File: src/rtl/uart_pkg.sv
// Shared types and framing constants for the uart_io byte engine.
package uart_pkg;

    typedef enum logic [1:0] {CTL_IDLE, CTL_TX, CTL_RX_WAIT} ctl_state_t;
    typedef enum logic [1:0] {TX_IDLE, TX_START, TX_DATA, TX_STOP} tx_state_t;
    typedef enum logic [1:0] {RX_IDLE, RX_START, RX_DATA, RX_STOP} rx_state_t;

    localparam logic        START_BIT = 1'b0;
    localparam logic        STOP_BIT  = 1'b1;
    localparam int unsigned DATA_BITS = 8;

endpackage

File: src/rtl/uart_rx_fifo.sv
// Receive FIFO with an extra pointer bit for full/empty; push and pop in one cycle both
// take effect, and a pop from an empty FIFO with a simultaneous push passes push_data through.
module uart_rx_fifo #(
    parameter int unsigned DEPTH = 16,
    parameter int unsigned WIDTH = 8
) (
    input  logic             clk,
    input  logic             rstn,
    input  logic             push,
    input  logic [WIDTH-1:0] push_data,
    input  logic             pop,
    output logic [WIDTH-1:0] pop_data,
    output logic             empty,
    output logic             full
);
    localparam int unsigned AW = $clog2(DEPTH);

    logic [WIDTH-1:0] mem [DEPTH];
    logic [AW:0]      wr_ptr, rd_ptr;
    logic             do_push, do_pop;

    always_comb begin
        empty    = (wr_ptr == rd_ptr);
        full     = (wr_ptr[AW] != rd_ptr[AW]) && (wr_ptr[AW-1:0] == rd_ptr[AW-1:0]);
        do_push  = push && (!full || pop);
        do_pop   = pop && (!empty || push);
        pop_data = empty ? push_data : mem[rd_ptr[AW-1:0]];
    end

    always_ff @(posedge clk) begin
        if (!rstn) begin
            wr_ptr <= '0;
            rd_ptr <= '0;
        end else begin
            if (do_push) wr_ptr <= wr_ptr + 1'b1;
            if (do_pop)  rd_ptr <= rd_ptr + 1'b1;
        end
    end

    always_ff @(posedge clk) begin
        if (do_push) mem[wr_ptr[AW-1:0]] <= push_data;
    end

endmodule

File: src/rtl/uart_io.sv
// uart_io: 8N1 byte UART engine serving the IO proxy's ready/t_valid/r_valid handshake.
// Define UART_RX_FIFO_EN for a FIFO_DEPTH-entry rx FIFO; otherwise a single holding register.
module uart_io
    import uart_pkg::*;
#(
    parameter int unsigned CLK_PER_BIT = 868,
    parameter int unsigned FIFO_DEPTH  = 16
) (
    input  logic       clk,
    input  logic       rstn,
    output logic       ready,
    input  logic       t_valid,
    input  logic [7:0] t_data,
    input  logic       r_valid,
    output logic [7:0] r_data,
    output logic       tx_done,
    output logic       rx_done,
    output logic       rx_overrun,
    input  logic       rxd,
    output logic       txd
);
    localparam int unsigned   CW       = $clog2(CLK_PER_BIT + 1);
    localparam logic [CW-1:0] FULL_BIT = CW'(CLK_PER_BIT - 1);
    localparam logic [CW-1:0] HALF_BIT = CW'(CLK_PER_BIT / 2 - 1);
    localparam logic [2:0]    LAST_BIT = 3'(DATA_BITS - 1);

    if (CLK_PER_BIT < 4 || CLK_PER_BIT > 65535 || FIFO_DEPTH < 2 ||
        (FIFO_DEPTH & (FIFO_DEPTH - 1)) != 0) begin : g_param_check
        $error("uart_io: illegal CLK_PER_BIT or FIFO_DEPTH");
    end

    ctl_state_t    ctl_state;
    tx_state_t     tx_state;
    rx_state_t     rx_state;
    logic          take_tx, take_rx, rx_pop, rx_push;
    logic          buf_empty, buf_full;
    logic [7:0]    buf_data;
    logic [CW-1:0] tx_cnt, rx_cnt;
    logic [2:0]    tx_bit, rx_bit;
    logic [7:0]    tx_shift, rx_shift;
    logic          rxd_s1, rxd_s2, rxd_prev;

    // A read that finds a byte already buffered pops in the request cycle and stays idle.
    always_comb begin
        take_tx = (ctl_state == CTL_IDLE) && ready && t_valid;
        take_rx = (ctl_state == CTL_IDLE) && ready && r_valid && !t_valid;
        rx_pop  = (take_rx || ctl_state == CTL_RX_WAIT) && !buf_empty;
    end

    always_ff @(posedge clk) begin
        if (!rstn) begin
            ctl_state  <= CTL_IDLE;
            ready      <= 1'b0;
            r_data     <= '0;
            rx_done    <= 1'b0;
            rx_overrun <= 1'b0;
        end else begin
            rx_done <= 1'b0;
            if (rx_pop) begin
                r_data  <= buf_data;
                rx_done <= 1'b1;
            end
            if (rx_push && buf_full && !rx_pop) rx_overrun <= 1'b1;
            unique case (ctl_state)
                CTL_IDLE: begin
                    ready <= 1'b1;
                    if (take_tx) begin
                        ctl_state <= CTL_TX;
                        ready     <= 1'b0;
                    end else if (take_rx && buf_empty) begin
                        ctl_state <= CTL_RX_WAIT;
                        ready     <= 1'b0;
                    end
                end
                CTL_TX: if (tx_done) begin
                    ctl_state <= CTL_IDLE;
                    ready     <= 1'b1;
                end
                CTL_RX_WAIT: if (!buf_empty) begin
                    ctl_state <= CTL_IDLE;
                    ready     <= 1'b1;
                end
                default: begin
                    ctl_state <= CTL_IDLE;
                    ready     <= 1'b0;
                end
            endcase
        end
    end

    always_ff @(posedge clk) begin
        if (!rstn) begin
            tx_state <= TX_IDLE;
            txd      <= STOP_BIT;
            tx_done  <= 1'b0;
            tx_cnt   <= '0;
            tx_bit   <= '0;
            tx_shift <= '0;
        end else begin
            tx_done <= 1'b0;
            unique case (tx_state)
                TX_IDLE: if (take_tx) begin
                    txd      <= START_BIT;
                    tx_shift <= t_data;
                    tx_cnt   <= FULL_BIT;
                    tx_state <= TX_START;
                end
                TX_START: if (tx_cnt == '0) begin
                    txd      <= tx_shift[0];
                    tx_shift <= tx_shift >> 1;
                    tx_bit   <= '0;
                    tx_cnt   <= FULL_BIT;
                    tx_state <= TX_DATA;
                end else tx_cnt <= tx_cnt - CW'(1);
                TX_DATA: if (tx_cnt == '0) begin
                    tx_cnt <= FULL_BIT;
                    if (tx_bit == LAST_BIT) begin
                        txd      <= STOP_BIT;
                        tx_state <= TX_STOP;
                    end else begin
                        txd      <= tx_shift[0];
                        tx_shift <= tx_shift >> 1;
                        tx_bit   <= tx_bit + 3'd1;
                    end
                end else tx_cnt <= tx_cnt - CW'(1);
                TX_STOP: if (tx_cnt == '0) begin
                    tx_done  <= 1'b1;
                    tx_state <= TX_IDLE;
                end else tx_cnt <= tx_cnt - CW'(1);
                default: tx_state <= TX_IDLE;
            endcase
        end
    end

    assign rx_push = (rx_state == RX_STOP) && (rx_cnt == '0) && (rxd_s2 == STOP_BIT);

    always_ff @(posedge clk) begin
        if (!rstn) begin
            rx_state <= RX_IDLE;
            rxd_s1   <= 1'b1;
            rxd_s2   <= 1'b1;
            rxd_prev <= 1'b1;
            rx_cnt   <= '0;
            rx_bit   <= '0;
            rx_shift <= '0;
        end else begin
            rxd_s1   <= rxd;
            rxd_s2   <= rxd_s1;
            rxd_prev <= rxd_s2;
            unique case (rx_state)
                RX_IDLE: if (rxd_prev && !rxd_s2) begin
                    rx_cnt   <= HALF_BIT;
                    rx_state <= RX_START;
                end
                RX_START: if (rx_cnt == '0) begin
                    if (rxd_s2 == START_BIT) begin
                        rx_cnt   <= FULL_BIT;
                        rx_bit   <= '0;
                        rx_state <= RX_DATA;
                    end else rx_state <= RX_IDLE;
                end else rx_cnt <= rx_cnt - CW'(1);
                RX_DATA: if (rx_cnt == '0) begin
                    rx_shift <= {rxd_s2, rx_shift[7:1]};
                    rx_cnt   <= FULL_BIT;
                    if (rx_bit == LAST_BIT) rx_state <= RX_STOP;
                    else rx_bit <= rx_bit + 3'd1;
                end else rx_cnt <= rx_cnt - CW'(1);
                RX_STOP: if (rx_cnt == '0) rx_state <= RX_IDLE;
                else rx_cnt <= rx_cnt - CW'(1);
                default: rx_state <= RX_IDLE;
            endcase
        end
    end

`ifdef UART_RX_FIFO_EN
    uart_rx_fifo #(
        .DEPTH(FIFO_DEPTH),
        .WIDTH(DATA_BITS)
    ) u_rx_fifo (
        .clk      (clk),
        .rstn     (rstn),
        .push     (rx_push),
        .push_data(rx_shift),
        .pop      (rx_pop),
        .pop_data (buf_data),
        .empty    (buf_empty),
        .full     (buf_full)
    );
`else
    logic [7:0] hold_data;
    logic       hold_full;

    always_ff @(posedge clk) begin
        if (!rstn) begin
            hold_data <= '0;
            hold_full <= 1'b0;
        end else if (rx_push && (!hold_full || rx_pop)) begin
            hold_data <= rx_shift;
            hold_full <= 1'b1;
        end else if (rx_pop) begin
            hold_full <= 1'b0;
        end
    end

    assign buf_data  = hold_data;
    assign buf_empty = !hold_full;
    assign buf_full  = hold_full;
`endif

endmodule
File: config.mk
export PLATFORM = sky130hd
export DESIGN_NAME = uart_io
export DESIGN_NICKNAME = d
export VERILOG_FILES = /design/src/rtl/uart_pkg.sv /design/src/rtl/uart_rx_fifo.sv /design/src/rtl/uart_io.sv
export SDC_FILE = /design/constraint.sdc
export NUM_CORES = 1
export LEC_CHECK = 0
export CORE_UTILIZATION = 40
export CTS_CLUSTER_SIZE = 14
export DETAILED_ROUTE_END_ITERATION = 6
export GPL_ROUTABILITY_DRIVEN = 0
export GPL_TIMING_DRIVEN = 0
export SLEW_MARGIN = 20
export SYNTH_ARGS = -nofsm -noshare
export SYNTH_HDL_FRONTEND = slang
export SYNTH_SLANG_ARGS = --single-unit
File: constraint.sdc
create_clock -name clk -period 3 [get_ports clk]
set_input_delay 0.6 -clock clk [delete_from_list [all_inputs] [get_ports clk]]
set_output_delay 0.6 -clock clk [all_outputs]
set_load 0.01 [all_outputs]
==> impl_metrics.toml, run 1 <==
[status]
outcome = "completed"

[yosys]
synth.net_count = 458
synth_enable_flop_cells = 0
synth_area_um2 = 3630
synth.area.top_cells = "dfxtp_1 40%, mux2i_1 8.0%, ha_1 6.9%"
synth_cell_types = 57
synth.top_cell.area_share_pct = 40.2
synth_seq_cells = 73
ys.flop_type = "dfxtp_1"
ys.warnings.count = 0
synth-seq-area-share_pct = 40.2
yosys.area.top_type = "dfxtp_1"
postSynthAreaPerCell_um2 = 8.55
async_reset_ff_share_pct = 0
synthCells = 425

[timing]
whs_ps = 435
worst_pin_slew_ps = 672
setup_viol = 0
worst_slack_ps = 733
rsz0062_at_grt = "no"
skew_ps = 8.66
maxSlewViolCount = 0
fin_crit_sh_pct = 75.6
hold_viol = 0
relSlewSlack_pct = 54.8
max_freq_ghz = 0.441
fin_crit_ps = 2270
tns_ps = 0

[cts]
clkLatencyLatePin_ps = 360
cts_resized = 0
htreeDepth = 3
cts_setup_buffers = 0
clkTransAtPathRegs_ps = 80
cts_hold_buf = 0
cts_root_buffer = "clkbuf_8"
clock_path_buffers = 2
numCtsBuffers = 9
cts_tree = "done"
numClockSinks = 73

[detailed_routing]
dr.pass1.iters = 4
num_vias = 3055
wl_per_cell_um = 13.3
drc = 0
antenna_left = 0
via_per_inst = 5.32
met1_length_um = 3790
drt_first_iter_violations = 92
wl_met3_um = 328
route.top_layer_used = "met4"
wl_met2_um = 3400
drt_wl_total_um = 7640

[worst_setup_path]
worst_ep_arrival_time_ps = 2510
cp_top_family = "simple AND/OR/NAND/NOR gates"
slowest_stage = "nor4b_2"
cp_max_fo = 10
critPathRequiredTime_ps = 3250
crit_type = "flip-flop to flip-flop"
cpPeakStageDelay_ps = 440
worstSetupStartpointType = "flip-flop"
cp-end-kind = "flip-flop"
crit_chain = "inv_1 -> ha_1 -> nor4b_2 -> nand3_2 -> o21ai_1 -> buf_2 -> nor3_1 -> a211o_1"
r2r-start = "rx_cnt[0]"
path_buf_inv = 2
cp-startpoint = "rx_cnt[0]"

[global_routing]
grtUsageTotal_pct = 17.2
grt_pass1_wl_um = 13300
grt_max_degree = 15
grt-ovfl-total = 0
antenna_found_initial = 0
grt_pass1_vias = 2833

[floorplan]
die_h_um = 97.3
die_w_um = 97.3
io_pins = 26
start_util_pct = 41.5
dieArea_um2 = 9470
row_count = 34
core-area_um2 = 8760

[placement]
portBuffers = 25
postPlaceCellArea_um2 = 4020
pre_cts_slack_ps = 494
hpwl_um = 5470

[pwr]
leakage_nw = 1.64
finalPower_mw = 3.92
pwr_density_cell_nw_per_um2 = 927
vdd_drop_max_v = 0.000579

[final_layout]
mostFrequentLayoutCell = "dfxtp_1"
most-common-layout-cells = "73 x dfxtp_1, 53 x nor2_1, 43 x nand2_1"
syn2layout_area_growth_pct = 16.4
drive_gt1_share_pct = 7.51
fin_nets = 494
fin_area_um2 = 4230
antenna_cells = 0

[flow_run]
maxCapViolCount = 0

[min_path]
hold_class = "flip-flop to flip-flop"
worstHoldStart = "rxd_s1"
## per-stage QoR
step                cells  utilization, %
finish                574            48.3
floorplan             425               -
global placement      558            45.9
CTS                   574            48.3
detailed placement    558            45.9
global route          574            48.3
## worst register-to-register path, stage by stage, from the launching register on
cell     delay (ps)
dfxtp_1         330
inv_1            70
ha_1            230
nor4b_2         440
nand3_2         290
o21ai_1         230
buf_2           260
nor3_1           80
a211o_1         230
## Yosys cell counts, types with 11 or more instances
cell	n
nand3_1	15
nand2_1	43
mux2i_1	29
nor2_1	53
a211oi_1	11
ha_1	20
o21ai_0	12
nor3_1	11
inv_1	19
a21oi_1	32
dfxtp_1	73
o21ai_1	13
## metal layers
| layer | vias up | global-route usage (%) |
|---|---|---|
| li1 | 1573 | - |
| met5 | - | 0 |
| met2 | 67 | 26.6 |
| met4 | 0 | 6.56 |
| met1 | 1401 | 22.7 |
| met3 | 14 | 4.75 |
## area by class of cell
class,count,area (um^2)
clock buffer,10,138
multi-input combinational,315,2020
fill,855,4530
clock inverter,6,72.6
inverter,20,75.1
tap,108,135
buffer,17,73.8
timing repair buffer,25,250
sequential,73,1460
## cell families after synthesis
family | synth area share [%]
AND/OR/NAND/NOR | 22.4
buffers and inverters | 4.10
AO/OA/AOI/OAI | 17.1
flip-flops | 40.2
adder cells (fa/ha/maj) | 6.89
XOR/XNOR | 0.964
multiplexers | 8.30
## final timing paths
kind | cells after the start | slack, ps | endpoint
worst max-delay path | 8 | 730 | rx_cnt[7]
worst min-delay path | 1 | 430 | rxd_s2
worst max register to register | 8 | 730 | rx_cnt[7]
worst min register to register | 1 | 430 | rxd_s2
## power by group
group / internal (mW) / total (mW) / switching [mW] / leakage (nW)
combinational: 0.715 / 1.79 / 1.07 / 0.945
clock: 0.417 / 0.821 / 0.404 / 0.104
sequential: 1.15 / 1.31 / 0.153 / 0.594
## state kept, by name (all words and copies together) (netlist names), 3 cells and up, named ones only
name / cells
buf_data: 8
r_data: 8
rx_bit: 3
rx_cnt: 10
rx_shift: 8
tx_bit: 3
tx_cnt: 10
tx_shift: 8
No activity file was read; power rests on OpenSTA's default activity.
==> inputs of run 2 (changes only) <==
==> constraint.sdc (replaced) <==
create_clock -name clk -period 1.9 [get_ports clk]
set_input_delay 0.38 -clock clk [delete_from_list [all_inputs] [get_ports clk]]
set_output_delay 0.38 -clock clk [all_outputs]
set_load 0.01 [all_outputs]
==> run 2 against run 1 <==
The flow now finishes with violations (setup timing); clock power grew 58%; cell count is 2.3% higher; non-clock buffer count is 13 higher; largest power group unchanged.
==> impl_metrics.toml, run 2 (synthesis results as in run 1) <==
[timing]
worst_slack_ps = -49.5
skew_ps = 8.77
fin_crit_sh_pct = 103
rsz0062_at_grt = "yes"
tns_ps = -172
hold_viol = 0
setup_viol = 9
maxSlewViolCount = 0
fin_crit_ps = 1950
worst_pin_slew_ps = 561
relSlewSlack_pct = 62.3
max_freq_ghz = 0.513

[floorplan]
row_count = 34
io_pins = 26
die_h_um = 97.3
dieArea_um2 = 9470
die_w_um = 97.3
start_util_pct = 41.5
core-area_um2 = 8760

[worst_setup_path]
cp-end-kind = "flip-flop"
slowest_stage = "or4b_4"
worst_ep_arrival_time_ps = 2210
cpPeakStageDelay_ps = 510
critPathRequiredTime_ps = 2160
crit_type = "flip-flop to flip-flop"
cp_max_fo = 4
worstSetupStartpointType = "flip-flop"
crit_chain = "inv_2 -> ha_4 -> or4b_4 -> a2111oi_4 -> o21ai_2 -> or2_1 -> mux2i_1"

[pwr]
leakage_nw = 1.75
vdd_drop_max_v = 0.00105
intPower_mw = 4.07
pwr_density_cell_nw_per_um2 = 1530
finalPower_mw = 6.92
sw_frac_of_total_pct = 41.1
netSwitchingPower_mw = 2.84
power_frac_clock_pct = 18.8
comb_power_share_pct = 50.7
p_seq_share_pct = 30.4

[status]
outcome = "complete, but fails checks"
violations = "setup timing"

[final_layout]
mostFrequentLayoutCell = "dfxtp_1"
antenna_cells = 0
most-common-layout-cells = "72 x dfxtp_1, 52 x nor2_1, 42 x nand2_1"
fin_area_um2 = 4540
fin_nets = 507
drive_gt1_share_pct = 15.7
syn2layout_area_growth_pct = 24.9
largest_registers = "rx_cnt: 10 flops, tx_cnt: 10 flops"
fill_cells = 814
stdcell_count = 587

[min_path]
hold_class = "flip-flop to flip-flop"

[placement]
dp_cells = 558
postPlaceCellArea_um2 = 4020
portBuffers = 25
hpwl_um = 5470

[cts]
clkLatencyLatePin_ps = 360
cts_root_buffer = "clkbuf_8"
clock_path_buffers = 2
numClockSinks = 73
htreeDepth = 3
cts_hold_buf = 0
cts_tree = "done"
numCtsBuffers = 9
clkTransAtPathRegs_ps = 90

[detailed_routing]
dr.pass1.iters = 4
via_per_inst = 5.36
route.top_layer_used = "met4"
drt_first_iter_violations = 110
wl_per_cell_um = 13.9
wl_met3_um = 313
wl_met2_um = 3780
met1_length_um = 3950
drt_wl_total_um = 8160
drc = 0
antenna_left = 0
num_vias = 3144

[global_routing]
grt_pass1_wl_um = 13700
grt_pass1_vias = 2903
antenna_found_initial = 0
grt-ovfl-total = 0
grtUsageTotal_pct = 17.7
grt_max_degree = 15

[flow_run]
maxCapViolCount = 0
[run 2: cell type report]
class                           instances  area (um^2)  area share [%]
Multi-Input combinational cell        315         2180            48.1
Sequential cell                        73         1460            32.2
Timing Repair Buffer                   39          373            8.22
Clock buffer                           10          138            3.03
Tap cell                              108          135            2.98
Buffer                                 16         97.6            2.15
Inverter                               20         75.1            1.65
Clock inverter                          6         72.6            1.60
[run 2: final timing paths]
path	slack [ps]	depth (start not counted)	endpoint	start
setup / recovery	-50	7	flip-flop	rx_cnt[0]
hold reg to reg	440	1	rxd_s2	rxd_s1
setup reg to reg	-50	7	flip-flop	rx_cnt[0]
hold / removal	440	1	rxd_s2	rxd_s1
[run 2: power groups by stage]
stage | Sequential [mW] | Clock [mW] | Combinational (mW)
final | 2.11 | 1.30 | 3.51
after global routing | 2.14 | 1.38 | 3.87
after CTS | 2.09 | 1.33 | 3.11
after detailed placement | 2.10 | 0 | 2.81
after global placement | 2.09 | 0 | 2.78
after floorplan | 2.05 | 0 | 2.21
[run 2: worst max-delay path: cells and delay by family, from the launching register on]
family	cells	cell delay [ps]
flops	1	340
mux	1	120
compound gates	2	410
simple gates	2	750
buf+inv	1	80
fa+ha+maj	1	160
[run 2: what timing repair did]
item | in CTS | in global routing
pin swaps | 1 | 9
setup endpoints to repair | 59 | 57
gates cloned | 0 | 1
gates resized for setup | 19 | 33
buffers inserted | 8 | 5
[run 2: metrics by stage]
stage | utilization [%] | hold WS (ps) | worst slack [ps]
3_3_place_gp | 45.9 | 407 | -364
3_5_place_dp | 45.9 | 412 | -386
4_1_cts | 50.0 | 439 | -47.6
2_1_floorplan | - | 386 | 15.8
6_report | 51.8 | 437 | -49.5
5_1_grt | 51.8 | 473 | -129
[run 2: metal layers]
metal	up-vias	GRT usage, %
li1	1601	-
met1	1474	22.7
met2	59	28.5
met3	10	4.75
met4	0	6.56
met5	-	0
==> inputs of run 3 (changes only) <==
--- a/config.mk
+++ b/config.mk
@@ -10,6 +10,7 @@
 export DETAILED_ROUTE_END_ITERATION = 6
 export GPL_ROUTABILITY_DRIVEN = 0
 export GPL_TIMING_DRIVEN = 0
+export SETUP_SLACK_MARGIN = 0.4
 export SLEW_MARGIN = 20
 export SYNTH_ARGS = -nofsm -noshare
 export SYNTH_HDL_FRONTEND = slang
==> run 3 against run 2 <==
The flow still finishes with violations (setup timing); largest cell class unchanged; clock skew rose by 1.8 ps; critical path type unchanged; critical path depth is the same; utilization increased by 9.3 points; combinational power rose by 61%; routed wire length up 13%.
==> impl_metrics.toml, run 3 (synthesis results as in run 1) <==
[worst_setup_path]
cp_max_fo = 4
cpPeakStageDelay_ps = 510
r2r_slack_ps = -30
critPathRequiredTime_ps = 2160
crit_chain = "inv_2 -> ha_4 -> or4b_4 -> a2111oi_4 -> o21ai_2 -> or2_1 -> mux2i_1"
worstSetupStartpointType = "flip-flop"
cp-startpoint = "rx_cnt[0]"
r2r_cells = 7
crit_type = "flip-flop to flip-flop"
slowest_stage = "or4b_4"
worst_ep_arrival_time_ps = 2190
cp-end-kind = "flip-flop"
r2r-start = "rx_cnt[0]"

[status]
outcome = "complete, but fails checks"
violations = "setup timing"

[cts]
cts_hold_buf = 0
cts_root_buffer = "clkbuf_8"
cts_tree = "done"
clkTransAtPathRegs_ps = 90
htreeDepth = 3
numCtsBuffers = 9
clock_path_buffers = 2
numClockSinks = 73
clkLatencyLatePin_ps = 360

[final_layout]
syn2layout_area_growth_pct = 47.2
drive_gt1_share_pct = 36.4
mostFrequentLayoutCell = "dfxtp_1"
postLayoutCoreUtil_pct = 61.0
antenna_cells = 0
most-common-layout-cells = "63 x dfxtp_1, 39 x nor2_1, 38 x nand2_1"
fin_nets = 536
fill_cells = 717
largest_registers = "rx_cnt: 10 flops, tx_cnt: 10 flops"
stdcell_count = 616

[floorplan]
die_h_um = 97.3
start_util_pct = 41.5
dieArea_um2 = 9470
die_w_um = 97.3
core-area_um2 = 8760
io_pins = 26
row_count = 34

[pwr]
finalPower_mw = 9.39
leakage_nw = 2.11
pwr_density_cell_nw_per_um2 = 1760
vdd_drop_max_v = 0.000799

[timing]
max_freq_ghz = 0.518
worst_pin_slew_ps = 531
worst_slack_ps = -29.4
fin_crit_sh_pct = 102
fin_crit_ps = 1930
rsz0062_at_grt = "yes"
hold_viol = 0
skew_ps = 10.6
maxSlewViolCount = 0
relSlewSlack_pct = 64.6
setup_viol = 1

[min_path]
min_to = "rxd_s2"
min_path_cells = 1
hold_class = "flip-flop to flip-flop"
worstHoldStart = "rxd_s1"

[global_routing]
grt_max_degree = 15
antenna_found_initial = 0
grt_pass1_vias = 3205
grtUsageTotal_pct = 19.9
grt-ovfl-total = 0
grt_pass1_wl_um = 15300

[placement]
portBuffers = 25
pre_cts_slack_ps = -373
hpwl_um = 5540
dp_cells = 558

[detailed_routing]
antenna_left = 0
drt_first_iter_violations = 107
num_vias = 3327
drc = 0
wl_per_cell_um = 15.0
drt_wl_total_um = 9240
via_per_inst = 5.40
dr.pass1.iters = 4

[flow_run]
maxCapViolCount = 0
run 3: cell count changes in the layout (fill, tap and decap cells not counted), sizes merged:
cell	previous run	this run
clkdlybuf4s50	25	12
bufinv	1	3
buf	20	52
dlygate4sd2	0	13
clkbuf	20	16
inv	22	21
run 3: cell type report:
class | instances | area [um^2] | area share, %
multi-input combinational | 315 | 2620 | 49.0
sequential | 73 | 1480 | 27.7
timing repair buffer | 67 | 646 | 12.1
buffer | 17 | 136 | 2.55
tap | 108 | 135 | 2.53
clock inverter | 7 | 125 | 2.34
clock buffer | 9 | 124 | 2.32
inverter | 20 | 81.3 | 1.52
run 3: worst max-delay path by stage:
stage | to | slack (ps)
final | flip-flop | -30
after CTS | flip-flop | 1
after global routing | flip-flop | -80
after floorplan | flip-flop | 70
after detailed placement | rx_cnt[5] | -370
after global placement | rx_cnt[4] | -340
run 3: timing repair:
action,CTS,global route
gates resized for setup,112,56
endpoints found under the setup margin,81,70
cloned,2,0
setup buffers,27,13
pin swaps,45,23
run 3: where the power goes:
group	total [mW]	internal [mW]	switching [mW]	leakage, nW
Combinational	5.64	2.85	2.79	1.39
Sequential	2.23	1.85	0.389	0.598
Clock	1.52	0.886	0.632	0.124
run 3: metal layers:
metal	vias up	track usage (%)	routed length [um]
li1	1670	-	-
met1	1591	25.9	4310
met2	51	32.4	4470
met3	15	4.03	293
met4	0	7.92	170
met5	-	0	0
run 3: worst max-delay path: cells and delay by family, from the launching register on:
family	cells	cell delay, ps
buf+inv	1	70
fa+ha+maj	1	150
simple gates	2	750
flops	1	330
mux	1	120
compound gates	2	400
run 3: metrics by stage:
| stage | hold slack (ps) | cell area, um^2 | setup TNS [ps] |
|---|---|---|---|
| after floorplan | 386 | 3790 | 0 |
| after global placement | 396 | 4180 | -8340 |
| after detailed placement | 396 | 4180 | -8710 |
| after CTS | 414 | 5040 | 0 |
| after global routing | 431 | 5350 | -133 |
| final | 411 | 5350 | -29.4 |
